`src/rtl/pcs_rx_pkg.sv`:
```
// Shared lane-state encoding and widths for the PCS receive lock manager.
// The loss counter width applies only to builds with PCS_LOCK_STATS_EN.
package pcs_rx_pkg;

  typedef enum logic [1:0] {
    ST_WAIT = 2'd0,
    ST_QUAL = 2'd1,
    ST_LOCK = 2'd2,
    ST_RST  = 2'd3
  } lane_st_e;

  localparam int unsigned LOSS_CNT_W = 16;
  localparam int unsigned RETRY_W    = 4;

  function automatic logic [LOSS_CNT_W-1:0] loss_sat_inc(input logic [LOSS_CNT_W-1:0] v);
    return (&v) ? v : v + LOSS_CNT_W'(1);
  endfunction

endpackage

```
`src/rtl/pcs_lane_lock_fsm.sv`:
```
// One PCS lane: sync flag synchroniser, WAIT/QUAL/LOCK/RST FSM, retry and fail tracking.
// The loss-of-lock counter and its port exist only with PCS_LOCK_STATS_EN.
module pcs_lane_lock_fsm
  import pcs_rx_pkg::*;
#(
  parameter int unsigned          P_TMO_W     = 26,
  parameter logic [P_TMO_W-1:0]   P_TMO       = 26'h3ffff00,
  parameter int unsigned          P_RST_LEN   = 16,
  parameter int unsigned          P_HYST      = 255,
  parameter int unsigned          P_MAX_RETRY = 7
) (
  input  logic                  i_local_clk,
  input  logic                  i_rst_n,
  input  logic                  i_syn,
  input  logic                  i_clr,
  output logic                  o_lock,
  output logic                  o_rst,
  output logic                  o_fail
`ifdef PCS_LOCK_STATS_EN
  ,
  output logic [LOSS_CNT_W-1:0] o_loss_cnt
`endif
);

  localparam logic [P_TMO_W-1:0] TMO_LAST  = P_TMO - P_TMO_W'(1);
  localparam logic [P_TMO_W-1:0] HYST_LAST = P_TMO_W'(P_HYST - 1);
  localparam logic [P_TMO_W-1:0] RST_LAST  = P_TMO_W'(P_RST_LEN - 1);
  localparam logic [RETRY_W-1:0] RETRY_MAX = RETRY_W'(P_MAX_RETRY);

  logic               syn_m_q;
  logic               syn_s_q;
  lane_st_e           state_q, state_d;
  logic [P_TMO_W-1:0] cnt_q, cnt_d;
  logic [RETRY_W-1:0] retry_q, retry_d;
  logic               fail_q, fail_d;
  logic               lock_q;
  logic               rst_q;

  always_comb begin
    state_d = state_q;
    cnt_d   = cnt_q;
    retry_d = retry_q;
    fail_d  = fail_q;
    case (state_q)
      ST_WAIT: begin
        if (syn_s_q) begin
          state_d = ST_QUAL;
          cnt_d   = '0;
        end else if (cnt_q == TMO_LAST) begin
          state_d = ST_RST;
          cnt_d   = '0;
        end else begin
          cnt_d = cnt_q + P_TMO_W'(1);
        end
      end
      ST_QUAL: begin
        if (!syn_s_q) begin
          state_d = ST_WAIT;
          cnt_d   = '0;
        end else if (cnt_q == HYST_LAST) begin
          state_d = ST_LOCK;
          cnt_d   = '0;
        end else begin
          cnt_d = cnt_q + P_TMO_W'(1);
        end
      end
      ST_LOCK: begin
        if (!syn_s_q) begin
          state_d = ST_WAIT;
          cnt_d   = '0;
        end
      end
      ST_RST: begin
        if (cnt_q == RST_LAST) begin
          state_d = ST_WAIT;
          cnt_d   = '0;
        end else begin
          cnt_d = cnt_q + P_TMO_W'(1);
        end
      end
      default: begin
        state_d = ST_WAIT;
        cnt_d   = '0;
      end
    endcase

    // Retry counts consecutive resets; a successful lock proves the lane healthy again.
    if (state_d == ST_RST && state_q != ST_RST) begin
      retry_d = (&retry_q) ? retry_q : retry_q + RETRY_W'(1);
    end else if (state_d == ST_LOCK && state_q != ST_LOCK) begin
      retry_d = '0;
    end
    if (i_clr) begin
      retry_d = '0;
      fail_d  = 1'b0;
    end else if (retry_d >= RETRY_MAX) begin
      fail_d = 1'b1;
    end
  end

  always_ff @(posedge i_local_clk or negedge i_rst_n) begin
    if (!i_rst_n) begin
      syn_m_q <= 1'b0;
      syn_s_q <= 1'b0;
      state_q <= ST_WAIT;
      cnt_q   <= '0;
      retry_q <= '0;
      fail_q  <= 1'b0;
      lock_q  <= 1'b0;
      rst_q   <= 1'b0;
    end else begin
      syn_m_q <= i_syn;
      syn_s_q <= syn_m_q;
      state_q <= state_d;
      cnt_q   <= cnt_d;
      retry_q <= retry_d;
      fail_q  <= fail_d;
      lock_q  <= (state_d == ST_LOCK);
      rst_q   <= (state_d == ST_RST);
    end
  end

  assign o_lock = lock_q;
  assign o_rst  = rst_q;
  assign o_fail = fail_q;

`ifdef PCS_LOCK_STATS_EN
  logic                  loss_ev;
  logic [LOSS_CNT_W-1:0] loss_q, loss_d;

  assign loss_ev = (state_q == ST_LOCK) && !syn_s_q;

  always_comb begin
    loss_d = loss_q;
    if (i_clr) begin
      loss_d = '0;
    end else if (loss_ev) begin
      loss_d = loss_sat_inc(loss_q);
    end
  end

  always_ff @(posedge i_local_clk or negedge i_rst_n) begin
    if (!i_rst_n) begin
      loss_q <= '0;
    end else begin
      loss_q <= loss_d;
    end
  end

  assign o_loss_cnt = loss_q;
`endif

endmodule

```
`src/rtl/pcs_rx_lock_mgr.sv`:
```
// Multi-lane PCS receive lock manager: one pcs_lane_lock_fsm per lane plus all-lane lock.
// Define PCS_LOCK_STATS_EN to add the per-lane loss-of-lock counters on o_loss_cnt.
module pcs_rx_lock_mgr
  import pcs_rx_pkg::*;
#(
  parameter int unsigned          P_LANES     = 2,
  parameter int unsigned          P_TMO_W     = 26,
  parameter logic [P_TMO_W-1:0]   P_TMO       = 26'h3ffff00,
  parameter int unsigned          P_RST_LEN   = 16,
  parameter int unsigned          P_HYST      = 255,
  parameter int unsigned          P_MAX_RETRY = 7
) (
  input  logic                          i_local_clk,
  input  logic                          i_rst_n,
  input  logic [P_LANES-1:0]            i_syn,
  input  logic                          i_clr,
  output logic [P_LANES-1:0]            o_pcs_lock,
  output logic [P_LANES-1:0]            o_pcs_rst,
  output logic                          o_all_lock,
  output logic [P_LANES-1:0]            o_fail
`ifdef PCS_LOCK_STATS_EN
  ,
  output logic [LOSS_CNT_W*P_LANES-1:0] o_loss_cnt
`endif
);

  logic [P_LANES-1:0] lock_w;
  logic [P_LANES-1:0] rst_w;
  logic [P_LANES-1:0] fail_w;
  logic               all_lock_q;

  for (genvar g = 0; g < P_LANES; g++) begin : g_lane
    pcs_lane_lock_fsm #(
      .P_TMO_W     (P_TMO_W),
      .P_TMO       (P_TMO),
      .P_RST_LEN   (P_RST_LEN),
      .P_HYST      (P_HYST),
      .P_MAX_RETRY (P_MAX_RETRY)
    ) u_lane (
      .i_local_clk (i_local_clk),
      .i_rst_n     (i_rst_n),
      .i_syn       (i_syn[g]),
      .i_clr       (i_clr),
      .o_lock      (lock_w[g]),
      .o_rst       (rst_w[g]),
      .o_fail      (fail_w[g])
`ifdef PCS_LOCK_STATS_EN
      ,
      .o_loss_cnt  (o_loss_cnt[g*LOSS_CNT_W +: LOSS_CNT_W])
`endif
    );
  end

  always_ff @(posedge i_local_clk or negedge i_rst_n) begin
    if (!i_rst_n) begin
      all_lock_q <= 1'b0;
    end else begin
      all_lock_q <= &lock_w;
    end
  end

  assign o_pcs_lock = lock_w;
  assign o_pcs_rst  = rst_w;
  assign o_fail     = fail_w;
  assign o_all_lock = all_lock_q;

endmodule

```
`config.mk`:
```
export PLATFORM = sky130hd
export DESIGN_NAME = pcs_rx_lock_mgr
export DESIGN_NICKNAME = d
export VERILOG_FILES = /design/src/rtl/pcs_rx_pkg.sv /design/src/rtl/pcs_lane_lock_fsm.sv /design/src/rtl/pcs_rx_lock_mgr.sv
export SDC_FILE = /design/constraint.sdc
export NUM_CORES = 1
export LEC_CHECK = 0
export BUFFER_PORTS_ARGS = -buffer_cell sky130_fd_sc_hd__buf_2
export CAP_MARGIN = 20
export CORE_UTILIZATION = 32
export DETAILED_ROUTE_END_ITERATION = 8
export PLACE_DENSITY = 0.48
export SLEW_MARGIN = 20
export SYNTH_ARGS = -nofsm -noshare
export SYNTH_HDL_FRONTEND = slang
export SYNTH_HIERARCHICAL = 1
export SYNTH_SLANG_ARGS = --single-unit
```
`constraint.sdc`:
```
create_clock -name i_local_clk -period 3.9 [get_ports i_local_clk]
set_input_delay 0.39 -clock i_local_clk [delete_from_list [all_inputs] [get_ports i_local_clk]]
set_output_delay 0.39 -clock i_local_clk [all_outputs]
set_load 0.05 [all_outputs]
```
# Yosys cells after proc, flatten, opt, wreduce, memory -nomap -nowiden
# Index checks and enable logic that the tools add are counted.
# W data, S select, Z words.
totals:
  regBits: 75
  inputBits: 5
  out_inout_bits: 7
  elab_cells: 96
classes:
  add_sub_neg: 4
  order_cmp: 2
  eq_ne: 22
  muxes: 40
  reduce_logical: 11
ops:
  columns: ["op", "count"]
  rows:
  - ["$mux W26", 12]
  - ["$pmux W26 S4", 2]
  - ["$add A26 B1 Y26 const B", 2]
  - ["$eq A26 B26 Y1 const B", 2]
  - ["$eq A26 B4 Y1 const B", 2]
  - ["$eq A26 B8 Y1 const B", 2]
  - ["$mux W4", 8]
  - ["$mux W2", 12]
  - ["$eq A2 B2 Y1 const B", 8]
  - ["$pmux W2 S4", 2]
  - ["$ne A2 B2 Y1 const B", 6]
  - ["$add A4 B1 Y4 const B", 2]
  - ["$ge A4 B3 Y1 const B", 2]
  - ["$reduce_and A4 Y1", 2]
  - ["$eq A2 B1 Y1 const B", 2]
  - ["$logic_and A1 B1 Y1", 4]
  - ["$logic_not A2 Y1", 2]
  - ["$mux W1", 4]
  - ["$reduce_bool A2 Y1", 2]
  - ["$reduce_and A2 Y1", 1]

# Logic depth before layout (Yosys ltp)
logic_depth:
  word_depth: 11
  depth_mapped: 8
  mapped_depth_nobuf: 7

# Hierarchy
# The synthesis kept the hierarchy.
by_module_without_submodules:
  columns: ["mod", "n_inst", "cells_each", "area_per_inst_um2", "seq_area_each_um2"]
  rows:
  - ["pcs_lane_lock_fsm", 2, 221, 2118.3, 925.9]
  - ["pcs_rx_lock_mgr", 1, 2, 31.3, 25.0]

# Worst setup path after synthesis
# OpenSTA, ideal clock, no wires.
synth_path:
  kind: "reg-to-reg"
  startpoint: "register g_lane[0].u_lane.cnt_q[9]"
  endpoint: "register g_lane[0].u_lane.cnt_q[4]"
  setup_time_ns: 0.133
  arrival_ns: 1.983
  required_ns: 3.767
  setup_slack_ns: 1.784
  stages_incl_launch_ff: 7
  path_buffers: 1
  period_less_slack_ns: 2.116
  path_cell_list: "dfrtp_1 -> or4_4 -> nor3_4 -> a31oi_2 -> nor4_4 -> buf_6 -> o32ai_1"
synth_between:
  elab_chain_len: 4
  elab_cells_between_ends: 9
  classes_between: "eq/ne: 3; mux: 6"
synth_lines:
  columns: ["item", "line", "text"]
  rows:
  - ["start, declared", "pcs_lane_lock_fsm.sv:33", "logic [P_TMO_W-1:0] cnt_q, cnt_d;"]
  - ["start signal, assigned", "pcs_lane_lock_fsm.sv:115", "cnt_q <= cnt_d;"]
  - ["$eq A26 B8 Y1 / $eq A26 B26 Y1 (equally long branches)", "pcs_lane_lock_fsm.sv:60, pcs_lane_lock_fsm.sv:49", null]
  - ["$mux W26 (on tied branches)", "pcs_lane_lock_fsm.sv:60, pcs_lane_lock_fsm.sv:49", null]
  - ["$mux W26 (on tied branches)", "pcs_lane_lock_fsm.sv:57, pcs_lane_lock_fsm.sv:46", null]
  - ["$pmux W26 S4 (*)", "pcs_lane_lock_fsm.sv:44", "case (state_q)"]
# Mark *: on every way between the ends. The rest lies on a longest branch, timed or not.
# A chain may end at the register's enable or synchronous reset.

# Final worst setup path
layout_path:
  startpoint: "register g_lane[0].u_lane.cnt_q[1]"
  endpoint: "register g_lane[0].u_lane.cnt_q[3]"
layout_between:
  elab_chain_len: 4
  elab_cells_between_ends: 10
  classes_between: "add/sub: 1; eq/ne: 3; mux: 6"
layout_lines:
  columns: ["item", "line"]
  rows:
  - ["$add A26 B1 Y26, or another cell as far along", "pcs_lane_lock_fsm.sv:53, pcs_lane_lock_fsm.sv:64, pcs_lane_lock_fsm.sv:78"]
  - ["$mux W26 (on tied branches)", "pcs_lane_lock_fsm.sv:60, pcs_lane_lock_fsm.sv:49"]
  - ["$mux W26 (on tied branches)", "pcs_lane_lock_fsm.sv:57, pcs_lane_lock_fsm.sv:46"]
  - ["$pmux W26 S4 (*)", "pcs_lane_lock_fsm.sv:44"]
# Marked as above.

==> results.json <==
{
  "async_flop_share": 1.000,
  "track_usage": 0.1558,
  "post_cts_buffers": 0,
  "skew_ps": 5.495,
  "synth_top_area_cell": "dfrtp_1",
  "worstHoldPathType": "in -> reg",
  "placementRows": 41,
  "fin_crit_sh": 0.7089,
  "cts_hold_buf": 0,
  "ys_ff_latch": 75,
  "synth_ff_type": "dfrtp_1",
  "via_count": 3400,
  "antenna_found_initial": 0,
  "grt_max_degree": 76,
  "required_ps": 4100,
  "hold_violations": 0,
  "die_area_um2": 13800,
  "start_util": 0.3328,
  "path_class": "reg -> reg",
  "root_buffer": "clkbuf_16",
  "synthesis.nets": 455,
  "slew_violations": 0,
  "finalSetupViolCount": 0,
  "viasPerCell": 5.354,
  "seq_area_frac_synth": 0.4398,
  "drive_gt1_frac": 0.1382,
  "multi_input_area_um2": 2273,
  "grt_pass1_vias": 3304,
  "rsz0062_at_grt": "false",
  "dp_slack_ps": 1129,
  "syn_area_um2": 4268,
  "grt_pass1_wl_um": 16930,
  "dr.pass1.iters": 5,
  "cts_buffers": 9,
  "outcome": "completed",
  "portBuffers": 11,
  "powerDensity_nw_per_um2": 362.9,
  "die_h_um": 117.5,
  "synthTopCellsByArea": "dfrtp_1 44%, nor2_1 5.6%, xnor2_1 4.1%",
  "antenna_left": 0,
  "cts_tree": "yes",
  "core_region_area_um2": 12820,
  "io_pins": 12,
  "drt_wl_total_um": 9943,
  "syn_avg_cell_area_um2": 9.612,
  "place.gp.congestion": 0.7993,
  "clk_path_buf_depth": 2,
  "wire_per_inst_um": 15.66,
  "worst_slack_ps": 1135,
  "register_area_um2": 1877,
  "antenna_cells": 0,
  "overflow": 0,
  "synth_edf_count": 0,
  "setup_tns_ps": 0,
  "synthCells": 444,
  "p_leak_uw": 0.001907,
  "clk_pin_slew_ps": 60,
  "insertion_delay_ps": 350,
  "fill_cells": 1310,
  "fmax_mhz": 361.7,
  "syn2layout_area_growth_pct": 11.46,
  "cts-htree-levels": 3,
  "drt_iter0_markers": 280,
  "final_nets": 469,
  "yosysMostFrequentCell": "dfrtp_1",
  "yosysWarnings": 6,
  "ir_worst_vdd_mv": 0.2331,
  "drc": 0,
  "ctsResizeCount": 0,
  "arrival_ps": 2970,
  "maxCapViolations": 0,
  "die_w_um": 117.5,
  "dp.final_hpwl_um": 6955,
  "slew_headroom": 0.3583,
  "timing.critical_path.to_type": "flip-flop",
  "worst_pin_slew_ps": 962.6,
  "cp-start-kind": "flip-flop",
  "min_period_ps": 2765,
  "ys_types": 51,
  "synth.top_cell.area_share": 0.4398,
  "synth_common_cells": "75 x dfrtp_1, 64 x nor2_1, 36 x nand2_1",
  "numClockSinks": 75,
  "critPathMaxFanout": 12
}
state kept, by name (all words and copies together), names as in the netlist:
signal,count
g_lane.u_lane/cnt_q,52
g_lane.u_lane/o_fail,2
g_lane.u_lane/o_lock,2
g_lane.u_lane/o_rst,2
g_lane.u_lane/retry_q,8
g_lane.u_lane/state_q,4
g_lane.u_lane/syn_m_q,2
g_lane.u_lane/syn_s_q,2
o_all_lock,1
layout make-up:
type | instances | share of cell area
clock buffers | 14 | 0.05550
well taps | 172 | 0.04524
inverters | 12 | 0.009469
multi-input cells | 347 | 0.4779
repair buffers | 13 | 0.01526
clock inverters | 2 | 0.002104
flip-flops and latches | 75 | 0.3945
power breakdown:
part | total (uW) | internal, uW | switching (uW)
registers | 842 | 806 | 36.6
clock network | 779 | 464 | 315
logic | 106 | 36.3 | 69.3
critical path, cell delays in order, from the launching register on:
cell	delay, ps
dfrtp_1	420
ha_1	230
nand3_2	220
nor4_4	530
a31oi_4	180
nor4_4	620
buf_4	310
o32ai_1	100
worst paths after layout:
kind	start	to	slack, ps	cells after the start
min in group asynchronous	i_rst_n	g_lane[0].u_lane/cnt_q[7]$_DFFE_PN0P_	190	1
max reg2reg	g_lane[0].u_lane/cnt_q[1]$_DFFE_PN0P_	g_lane[0].u_lane/cnt_q[3]$_DFFE_PN0P_	1140	7
max in group asynchronous	i_rst_n	g_lane[1].u_lane/cnt_q[23]$_DFFE_PN0P_	3080	1
max	g_lane[0].u_lane/cnt_q[1]$_DFFE_PN0P_	g_lane[0].u_lane/cnt_q[3]$_DFFE_PN0P_	1140	7
min	i_syn[0]	g_lane[0].u_lane/syn_m_q$_DFF_PN0_	150	1
min reg2reg	g_lane[1].u_lane/syn_m_q$_DFF_PN0_	g_lane[1].u_lane/syn_s_q$_DFF_PN0_	350	0
placed cells by master (no fill, tap or decap), types with 4 or more instances in the layout:
cell type,instances
a21oi_1,10
a31oi_1,4
and3_1,4
buf_2,10
clkbuf_16,9
dfrtp_1,75
ha_1,6
inv_1,12
mux2i_1,4
nand2_1,36
nand3_1,30
nand3b_1,4
nand4_1,16
nand4b_1,4
nor2_1,64
nor3_1,20
nor3b_1,4
nor4_1,18
nor4_2,4
nor4_4,4
o21ai_0,12
o32ai_1,6
or2_2,4
or3_2,4
or4_1,6
or4_4,4
xnor2_1,20
xor2_1,16
kinds of logic after synthesis:
kind of cell    count (synthesis)  synth area share
xor+xnor                       36           0.07388
buf+inv                        22           0.02756
fa+ha+maj                       6           0.01759
flops                          75            0.4398
compound gates                 52           0.09088
simple gates                  249            0.3410
mux                             4          0.009382
layer usage:
layer / GRT usage / wire length (um) / part of all wire
met5: 0 / 0 / 0
met2: 0.2167 / 4098 / 0.41
met1: 0.2247 / 5124 / 0.52
met3: 0.03634 / 459 / 0.046
met4: 0.07612 / 261 / 0.026
stage by stage:
stage          total power [uW]  cell area (um^2)  utilization  hold slack [ps]  std cells
6_report                   1726              4757       0.3709            151.7        635
2_1_floorplan             922.9              4268            -            94.41        444
4_1_cts                    1758              4757       0.3709            138.9        635
5_1_grt                    1813              4757       0.3709            141.6        635
3_5_place_dp              961.8              4483       0.3496            341.8        619
3_3_place_gp              958.0              4483       0.3496            334.7        619
(Power assumes the default switching activity.)
